File: src/rtl/axilite_reg_poller_if.sv
// rtl/axilite_reg_poller_if.sv - AXI-lite bus bundle between the poller (master) and its slave
interface axilite_reg_poller_if;
    logic [31:0] awaddr;
    logic        awvalid;
    logic        awready;
    logic [31:0] wdata;
    logic [3:0]  wstrb;
    logic        wvalid;
    logic        wready;
    logic [1:0]  bresp;
    logic        bvalid;
    logic        bready;
    logic [31:0] araddr;
    logic        arvalid;
    logic        arready;
    logic [31:0] rdata;
    logic [1:0]  rresp;
    logic        rvalid;
    logic        rready;

    modport master (
        output awaddr, awvalid, input awready,
        output wdata, wstrb, wvalid, input wready,
        input  bresp, bvalid, output bready,
        output araddr, arvalid, input arready,
        input  rdata, rresp, rvalid, output rready
    );

    modport slave (
        input  awaddr, awvalid, output awready,
        input  wdata, wstrb, wvalid, output wready,
        output bresp, bvalid, input bready,
        input  araddr, arvalid, output arready,
        output rdata, rresp, rvalid, input rready
    );
endinterface

File: src/rtl/axilite_reg_poller.sv
// rtl/axilite_reg_poller.sv - AXI-lite master: one config write, then periodic timestamped register sweeps
module axilite_reg_poller #(
    parameter int unsigned              NUM_REGS  = 5,
    parameter logic [NUM_REGS*32-1:0]   REG_ADDRS = {32'h48, 32'h38, 32'h28, 32'h20, 32'h18},
    parameter logic [31:0]              INIT_ADDR = 32'h10,
    parameter int unsigned              PERIOD    = 10000,
    parameter int unsigned              TIMEOUT   = 8,
    parameter int unsigned              STOP_IDX  = 4,
    parameter int unsigned              STOP_MSB  = 31,
    parameter int unsigned              STOP_LSB  = 24,
    parameter int unsigned              TS_W      = 48
) (
    input  logic                        ap_clk,
    input  logic                        ap_rst_n,
    input  logic                        start,
    input  logic                        abort,
    input  logic [31:0]                 init_data,
    input  logic                        stop_en,
    input  logic [STOP_MSB-STOP_LSB:0]  stop_value,
    axilite_reg_poller_if.master        m_axi,
    output logic [31:0]                 smp_tdata,
    output logic [3:0]                  smp_tidx,
    output logic [TS_W-1:0]             smp_tstamp,
    output logic [1:0]                  smp_tflags,
    output logic                        smp_tvalid,
    input  logic                        smp_tready,
    output logic                        busy,
    output logic                        done,
    output logic [15:0]                 late_cnt
);

    typedef enum logic [2:0] {
        S_IDLE, S_WR, S_WB, S_RA, S_RD, S_EMIT, S_WAIT, S_DONE
    } state_t;

    state_t                     r_state;
    logic [TS_W-1:0]            r_ts;
    logic [15:0]                r_late_cnt;
    logic [3:0]                 r_idx;
    logic [15:0]                r_timer;
    logic [31:0]                r_wait_cnt;
    logic                       r_stop_en;
    logic [STOP_MSB-STOP_LSB:0] r_stop_value;
    logic                       r_stop;
    logic                       r_abort;
    logic                       r_busy;
    logic                       r_done;
    logic [31:0]                r_awaddr;
    logic                       r_awvalid;
    logic [31:0]                r_wdata;
    logic                       r_wvalid;
    logic [31:0]                r_araddr;
    logic                       r_arvalid;
    logic [31:0]                r_smp_data;
    logic [TS_W-1:0]            r_smp_ts;
    logic [1:0]                 r_smp_flags;
    logic                       r_smp_valid;

    logic                       w_aw_ok;
    logic                       w_w_ok;
    logic                       w_last_idx;
    logic                       w_stop_hit;
    logic                       w_unused;

    // Address list entry i; slice 0 is the first register of every sweep.
    function automatic logic [31:0] f_addr(input logic [3:0] i);
        return REG_ADDRS[32*i +: 32];
    endfunction

    // A channel counts as done once it was accepted earlier or is being accepted now.
    assign w_aw_ok    = !r_awvalid || m_axi.awready;
    assign w_w_ok     = !r_wvalid  || m_axi.wready;
    assign w_last_idx = (r_idx == 4'(NUM_REGS - 1));
    assign w_stop_hit = r_stop_en && (r_idx == 4'(STOP_IDX)) &&
                        (m_axi.rdata[STOP_MSB:STOP_LSB] == r_stop_value);
    // Write responses are deliberately not inspected.
    assign w_unused   = ^m_axi.bresp;

    assign m_axi.awaddr  = r_awaddr;
    assign m_axi.awvalid = r_awvalid;
    assign m_axi.wdata   = r_wdata;
    assign m_axi.wstrb   = 4'hF;
    assign m_axi.wvalid  = r_wvalid;
    assign m_axi.bready  = 1'b1;
    assign m_axi.araddr  = r_araddr;
    assign m_axi.arvalid = r_arvalid;
    assign m_axi.rready  = 1'b1;

    assign smp_tdata  = r_smp_data;
    assign smp_tidx   = r_idx;
    assign smp_tstamp = r_smp_ts;
    assign smp_tflags = r_smp_flags;
    assign smp_tvalid = r_smp_valid;
    assign busy       = r_busy;
    assign done       = r_done;
    assign late_cnt   = r_late_cnt;

    // Free-running timestamp, wraps naturally at 2^TS_W.
    always_ff @(posedge ap_clk or negedge ap_rst_n) begin
        if (!ap_rst_n) r_ts <= '0;
        else           r_ts <= r_ts + TS_W'(1);
    end

    // Count read beats that arrive while no read is being waited for (saturating).
    always_ff @(posedge ap_clk or negedge ap_rst_n) begin
        if (!ap_rst_n) begin
            r_late_cnt <= '0;
        end else if (m_axi.rvalid && (r_state != S_RD) && (r_late_cnt != 16'hFFFF)) begin
            r_late_cnt <= r_late_cnt + 16'd1;
        end
    end

    // Main sequencer: config write, read sweeps, sample emission, idle period, stop/abort.
    always_ff @(posedge ap_clk or negedge ap_rst_n) begin
        if (!ap_rst_n) begin
            r_state      <= S_IDLE;
            r_idx        <= '0;
            r_timer      <= '0;
            r_wait_cnt   <= '0;
            r_stop_en    <= 1'b0;
            r_stop_value <= '0;
            r_stop       <= 1'b0;
            r_abort      <= 1'b0;
            r_busy       <= 1'b0;
            r_done       <= 1'b0;
            r_awaddr     <= '0;
            r_awvalid    <= 1'b0;
            r_wdata      <= '0;
            r_wvalid     <= 1'b0;
            r_araddr     <= '0;
            r_arvalid    <= 1'b0;
            r_smp_data   <= '0;
            r_smp_ts     <= '0;
            r_smp_flags  <= '0;
            r_smp_valid  <= 1'b0;
        end else begin
            if (abort && r_busy) r_abort <= 1'b1;

            case (r_state)
                S_IDLE, S_DONE: begin
                    if (start) begin
                        r_stop_en    <= stop_en;
                        r_stop_value <= stop_value;
                        r_stop       <= 1'b0;
                        r_abort      <= 1'b0;
                        r_done       <= 1'b0;
                        r_busy       <= 1'b1;
                        r_awaddr     <= INIT_ADDR;
                        r_wdata      <= init_data;
                        r_awvalid    <= 1'b1;
                        r_wvalid     <= 1'b1;
                        r_state      <= S_WR;
                    end
                end
                S_WR: begin
                    if (m_axi.awready) r_awvalid <= 1'b0;
                    if (m_axi.wready)  r_wvalid  <= 1'b0;
                    if (w_aw_ok && w_w_ok) r_state <= S_WB;
                end
                S_WB: begin
                    if (m_axi.bvalid) begin
                        r_idx     <= '0;
                        r_araddr  <= f_addr(4'd0);
                        r_arvalid <= 1'b1;
                        r_state   <= S_RA;
                    end
                end
                S_RA: begin
                    if (m_axi.arready) begin
                        r_arvalid <= 1'b0;
                        r_timer   <= '0;
                        r_state   <= S_RD;
                    end
                end
                S_RD: begin
                    // A beat in the expiry cycle still counts as a beat.
                    if (m_axi.rvalid) begin
                        r_smp_data  <= m_axi.rdata;
                        r_smp_ts    <= r_ts;
                        r_smp_flags <= {(m_axi.rresp != 2'b00), 1'b0};
                        r_smp_valid <= 1'b1;
                        if (w_stop_hit) r_stop <= 1'b1;
                        r_state     <= S_EMIT;
                    end else if (r_timer == 16'(TIMEOUT - 1)) begin
                        r_smp_data  <= '0;
                        r_smp_ts    <= r_ts;
                        r_smp_flags <= 2'b01;
                        r_smp_valid <= 1'b1;
                        r_state     <= S_EMIT;
                    end else begin
                        r_timer <= r_timer + 16'd1;
                    end
                end
                S_EMIT: begin
                    if (smp_tready) begin
                        r_smp_valid <= 1'b0;
                        if (!w_last_idx) begin
                            r_idx     <= r_idx + 4'd1;
                            r_araddr  <= f_addr(r_idx + 4'd1);
                            r_arvalid <= 1'b1;
                            r_state   <= S_RA;
                        end else if (r_stop || r_abort || abort) begin
                            r_busy  <= 1'b0;
                            r_done  <= 1'b1;
                            r_state <= S_DONE;
                        end else begin
                            r_wait_cnt <= '0;
                            r_state    <= S_WAIT;
                        end
                    end
                end
                S_WAIT: begin
                    if (r_wait_cnt == 32'(PERIOD - 1)) begin
                        r_idx     <= '0;
                        r_araddr  <= f_addr(4'd0);
                        r_arvalid <= 1'b1;
                        r_state   <= S_RA;
                    end else begin
                        r_wait_cnt <= r_wait_cnt + 32'd1;
                    end
                end
                default: r_state <= S_IDLE;
            endcase
        end
    end

endmodule

File: src/flat_wrapper.sv
// flat-port wrapper written by rule: the top's interface ports become plain ports
module axilite_reg_poller_flat 
#(
    parameter int unsigned              NUM_REGS  = 5,
    parameter logic [NUM_REGS*32-1:0]   REG_ADDRS = {32'h48, 32'h38, 32'h28, 32'h20, 32'h18},
    parameter logic [31:0]              INIT_ADDR = 32'h10,
    parameter int unsigned              PERIOD    = 10000,
    parameter int unsigned              TIMEOUT   = 8,
    parameter int unsigned              STOP_IDX  = 4,
    parameter int unsigned              STOP_MSB  = 31,
    parameter int unsigned              STOP_LSB  = 24,
    parameter int unsigned              TS_W      = 48
)
  (ap_clk, ap_rst_n, start, abort, init_data, stop_en, stop_value, smp_tdata, smp_tidx, smp_tstamp, smp_tflags, smp_tvalid, smp_tready, busy, done, late_cnt, m_axi_awaddr, m_axi_awvalid, m_axi_awready, m_axi_wdata, m_axi_wstrb, m_axi_wvalid, m_axi_wready, m_axi_bresp, m_axi_bvalid, m_axi_bready, m_axi_araddr, m_axi_arvalid, m_axi_arready, m_axi_rdata, m_axi_rresp, m_axi_rvalid, m_axi_rready);
  axilite_reg_poller_if m_axi_i ();
  input  logic ap_clk;
  input  logic ap_rst_n;
  input  logic start;
  input  logic abort;
  input  logic [31:0] init_data;
  input  logic stop_en;
  input  logic [STOP_MSB-STOP_LSB:0] stop_value;
  output logic [31:0] smp_tdata;
  output logic [3:0] smp_tidx;
  output logic [TS_W-1:0] smp_tstamp;
  output logic [1:0] smp_tflags;
  output logic smp_tvalid;
  input  logic smp_tready;
  output logic busy;
  output logic done;
  output logic [15:0] late_cnt;
  output wire logic [$bits(m_axi_i.awaddr)-1:0] m_axi_awaddr;
  output wire logic [$bits(m_axi_i.awvalid)-1:0] m_axi_awvalid;
  input wire logic [$bits(m_axi_i.awready)-1:0] m_axi_awready;
  output wire logic [$bits(m_axi_i.wdata)-1:0] m_axi_wdata;
  output wire logic [$bits(m_axi_i.wstrb)-1:0] m_axi_wstrb;
  output wire logic [$bits(m_axi_i.wvalid)-1:0] m_axi_wvalid;
  input wire logic [$bits(m_axi_i.wready)-1:0] m_axi_wready;
  input wire logic [$bits(m_axi_i.bresp)-1:0] m_axi_bresp;
  input wire logic [$bits(m_axi_i.bvalid)-1:0] m_axi_bvalid;
  output wire logic [$bits(m_axi_i.bready)-1:0] m_axi_bready;
  output wire logic [$bits(m_axi_i.araddr)-1:0] m_axi_araddr;
  output wire logic [$bits(m_axi_i.arvalid)-1:0] m_axi_arvalid;
  input wire logic [$bits(m_axi_i.arready)-1:0] m_axi_arready;
  input wire logic [$bits(m_axi_i.rdata)-1:0] m_axi_rdata;
  input wire logic [$bits(m_axi_i.rresp)-1:0] m_axi_rresp;
  input wire logic [$bits(m_axi_i.rvalid)-1:0] m_axi_rvalid;
  output wire logic [$bits(m_axi_i.rready)-1:0] m_axi_rready;
  assign m_axi_awaddr = m_axi_i.awaddr;
  assign m_axi_awvalid = m_axi_i.awvalid;
  assign m_axi_i.awready = m_axi_awready;
  assign m_axi_wdata = m_axi_i.wdata;
  assign m_axi_wstrb = m_axi_i.wstrb;
  assign m_axi_wvalid = m_axi_i.wvalid;
  assign m_axi_i.wready = m_axi_wready;
  assign m_axi_i.bresp = m_axi_bresp;
  assign m_axi_i.bvalid = m_axi_bvalid;
  assign m_axi_bready = m_axi_i.bready;
  assign m_axi_araddr = m_axi_i.araddr;
  assign m_axi_arvalid = m_axi_i.arvalid;
  assign m_axi_i.arready = m_axi_arready;
  assign m_axi_i.rdata = m_axi_rdata;
  assign m_axi_i.rresp = m_axi_rresp;
  assign m_axi_i.rvalid = m_axi_rvalid;
  assign m_axi_rready = m_axi_i.rready;
  axilite_reg_poller #(.NUM_REGS(NUM_REGS), .REG_ADDRS(REG_ADDRS), .INIT_ADDR(INIT_ADDR), .PERIOD(PERIOD), .TIMEOUT(TIMEOUT), .STOP_IDX(STOP_IDX), .STOP_MSB(STOP_MSB), .STOP_LSB(STOP_LSB), .TS_W(TS_W)) u_core (.ap_clk(ap_clk), .ap_rst_n(ap_rst_n), .start(start), .abort(abort), .init_data(init_data), .stop_en(stop_en), .stop_value(stop_value), .m_axi(m_axi_i), .smp_tdata(smp_tdata), .smp_tidx(smp_tidx), .smp_tstamp(smp_tstamp), .smp_tflags(smp_tflags), .smp_tvalid(smp_tvalid), .smp_tready(smp_tready), .busy(busy), .done(done), .late_cnt(late_cnt));
endmodule
File: config.mk
export PLATFORM = sky130hd
export DESIGN_NAME = axilite_reg_poller_flat
export DESIGN_NICKNAME = d
export VERILOG_FILES = /design/src/rtl/axilite_reg_poller_if.sv /design/src/rtl/axilite_reg_poller.sv /design/src/flat_wrapper.sv
export SDC_FILE = /design/constraint.sdc
export NUM_CORES = 1
export LEC_CHECK = 0
export CAP_MARGIN = 30
export CORE_MARGIN = 2
export CORE_UTILIZATION = 35
export CTS_BUF_LIST = sky130_fd_sc_hd__clkbuf_16
export CTS_CLUSTER_DIAMETER = 200
export DETAILED_ROUTE_END_ITERATION = 12
export HOLD_SLACK_MARGIN = 0.02
export SLEW_MARGIN = 20
export SYNTH_ARGS = -nofsm -noshare
export SYNTH_HDL_FRONTEND = slang
export SYNTH_SLANG_ARGS = --single-unit
File: constraint.sdc
create_clock -name ap_clk -period 2.9 [get_ports ap_clk]
set_clock_uncertainty 0.1 [all_clocks]
set_input_delay 0.58 -clock ap_clk [delete_from_list [all_inputs] [get_ports ap_clk]]
set_output_delay 0.58 -clock ap_clk [all_outputs]
set_load 0.03 [all_outputs]
==> impl_metrics.ini <==
[timing]
finalHoldViolCount = 0
max_slew_margin_pct = 55.4
fmax_mhz = 405
finalCriticalPeriod_ns = 2.47
rsz0062_at_grt = false
slew_violations = 0
tightestPinTransition_ns = 0.662
setup_viol_count_final = 0
tns_ns = 0
fin_worst_hold_slack_ns = 0.362
finalCritPeriodShare_pct = 85.2

[route]
detail_route.wl_per_cell_um = 15.7
route.detailed.drc = 0
drt_iter0_markers = 481
wirelength_mm = 30.9
vias = 9667
detail_route.vias_per_cell = 4.93
dr.pass1.iters = 5
drt.antenna.violating_nets = 0

[critical_path]
worstPathArrival_ns = 1.79
cp_peak_stage_delay_ns = 0.76
worstReg2RegStart = u_core.r_ts[10]$_DFF_PN0_
r2r_slack_ns = 0.47
critical_path_peak_fanout = 8
regToRegEndpoint = u_core.r_ts[39]$_DFF_PN0_
reg2reg_depth = 6
dominant_delay_contributor_by_cell_family_on_the_critical_path = buffers and inverters
critical_path.startpoint_type = flip-flop
crit_path_top_delay_cell = clkdlybuf4s50_1
timing.critical_path.cells = clkdlybuf4s50_1
cp_num_buf_inv = 1
critPathRequiredTime_ns = 2.22
critPathKind = flip-flop to output port
timing.critical_path.to_type = output port

[placement]
dp.cells = 1904
gp_congestion = 0.851
dpl.hpwl_mm = 21.7
port_buffers = 229

[synthesis]
synth_cell_type_count = 62
postSynth.topFlopCell = dfrtp_1
share_of_synthesized_registers_carrying_an_async_set_or_reset_pct = 100
synth_sequential_area_ratio_pct = 53.0
yosys_warnings = 0
synth_area_sq_um = 12000
synth_edf_count = 0
synth.ff_latch_count = 255
post_synth.cell_area_avg_sq_um = 9.68
synthCells = 1243

[clock_network]
clock_path_buffers = 3
cts_hold_buf = 1
clkTransAtPathRegs_ns = 0.06
clock_insertion_delay_worst_skew_ns = 0.55
cts_tree = built
clock_sinks = 255
post_cts_buffers = 0
post_cts_resized = 0
clockRootBuffer = clkbuf_16
numCtsBuffers = 30
cts.htree.levels = 1

[floorplan]
total_die_area_sq_um = 35900
placeableCoreArea_sq_um = 33700
die-width_um = 189
io_pins = 297
placementRows = 67
floorplan.initialDensity_pct = 35.7
die_height_um = 189

[pwr]
vdd_drop_max_mv = 0.609
static-leakage-power_nw = 7.23
pwr_density_cell_nw_per_um2 = 888

[layout]
flow.area_growth_from_synthesis_pct = 32.2
fraction_of_layout_cells_with_a_size_suffix_above_1_pct = 7.60
finish.cell_count_without_fillers = 1961
layout.cells.most_common = nand2_1
fin_nets = 1588
mostFrequentLayoutCells = 312 x nand2_1, 255 x dfrtp_1, 228 x clkdlybuf4s50_1, 65 x conb_1, 59 x nand3_1
layout.filler_cells = 3231
antenna_diode_count = 0

[hold_path]
timing.hold.worst.class = flip-flop to flip-flop
min_to = u_core.m_axi.awaddr[4]$_DFFE_PN0P_
worst_hold_path.num_cells = 1
worstHoldStart = u_core.m_axi.awaddr[4]$_DFFE_PN0P_

[global_routing]
gr-total-overflow = 0
number_of_antenna_violations_at_the_first_check_in_global_routing = 0
grt.total_usage_pct = 17.3
number_of_global_route_vias_before_repair = 9888
grt_first_pass_wirelength_mm = 51.5
grt_start_max_net_pins = 90

[run]
cap_violations = 0

[outcome]
outcome = finished clean
how the worst max path moves through the flow:
stage          slack (ns)                            endpoint                      startpoint  cells after the start
2_1_floorplan        0.55  u_core.m_axi.araddr[4]$_DFFE_PN0P_   u_core.r_state[1]$_DFFE_PN0P_                      8
3_3_place_gp         0.34   u_core.r_wait_cnt[25]$_DFFE_PN0P_                           abort                      5
3_5_place_dp         0.26    u_core.r_wait_cnt[6]$_DFFE_PN0P_                           abort                      5
4_1_cts              0.40                         smp_tidx[0]  u_core.smp_tidx[0]$_DFFE_PN0P_                      1
5_1_grt              0.20           u_core.r_ts[39]$_DFF_PN0_       u_core.r_ts[10]$_DFF_PN0_                      6
6_report             0.43                         smp_tidx[0]  u_core.smp_tidx[0]$_DFFE_PN0P_                      1
power breakdown:
group | internal, mW | switching [mW]
Combinational | 2.02 | 2.95
Sequential | 4.34 | 0.635
Clock | 2.68 | 1.51
per-layer routing:
metal / part of all wire (%) / vias to the layer above / global-route usage (%)
met2: 46 / 270 / 27.1
li1: - / 4661 / -
met5: 0 / - / 0
met1: 45 / 4694 / 23.8
met4: 2.3 / 0 / 5.10
met3: 6.5 / 42 / 4.15
cell usage after synthesis, drive strengths merged (7+ instances only):
cell type  instances  area, sq um
nor2              56          210
buf               71          524
and3              16          100
mux2              10          113
and2              10         62.6
o21ai             39          195
nand4             37          231
a21oi             14         70.1
and4               8         70.1
or3                7         43.8
nand3             59          295
o211ai            12         90.1
nand2            312         1170
nor4              25          184
nor3              23          120
dfrtp            255         6380
xnor2             43          377
xor2              33          289
ha                12          150
a31oi             14         87.6
clkbuf            44          165
inv               29          109
a22o              33          289
o31ai             11         82.6
metrics by stage:
step                worst slack, ns  instance area [sq um]  util (%)  power [mW]
global placement              0.337                  14800      43.9        9.97
floorplan                     0.552                  12300         -        7.97
detailed placement            0.260                  14800      43.9        10.0
CTS                           0.402                  15900      47.2        14.3
global route                  0.196                  15900      47.2        14.9
finish                        0.429                  15900      47.2        14.1
flip-flops by register name, indices dropped and copies added, names as in the netlist, 2 cells and up:
register / flops
u_core.m_axi.araddr: 4
u_core.smp_tstamp: 48
u_core.m_axi.wdata: 32
u_core.r_wait_cnt: 32
u_core.smp_tflags: 2
u_core.r_ts: 48
u_core.r_timer: 16
u_core.r_stop_value: 8
u_core.smp_tidx: 4
u_core.r_state: 3
u_core.late_cnt: 16
u_core.smp_tdata: 32
logic make-up after synthesis:
| family | share of synthesized area [%] |
|---|---|
| xor gates and xnor gates | 5.53 |
| DFF | 53.0 |
| AOI/OAI and AO/OA | 9.50 |
| buffers and inverters | 6.63 |
| and+or+nand+nor | 22.6 |
| muxes | 1.43 |
| adders and majority gates | 1.25 |
| other | 0.0624 |
layout make-up:
cell class                      instances  area [sq um]  area share (%)
Inverter                               29           109           0.684
Timing Repair Buffer                  266          2630            16.5
Sequential cell                       255          6380            40.1
Clock inverter                         26           365            2.30
Clock buffer                           30           751            4.72
Tap cell                              448           561            3.52
Multi-Input combinational cell        907          5120            32.2
Power figures use the tool's default switching activity.
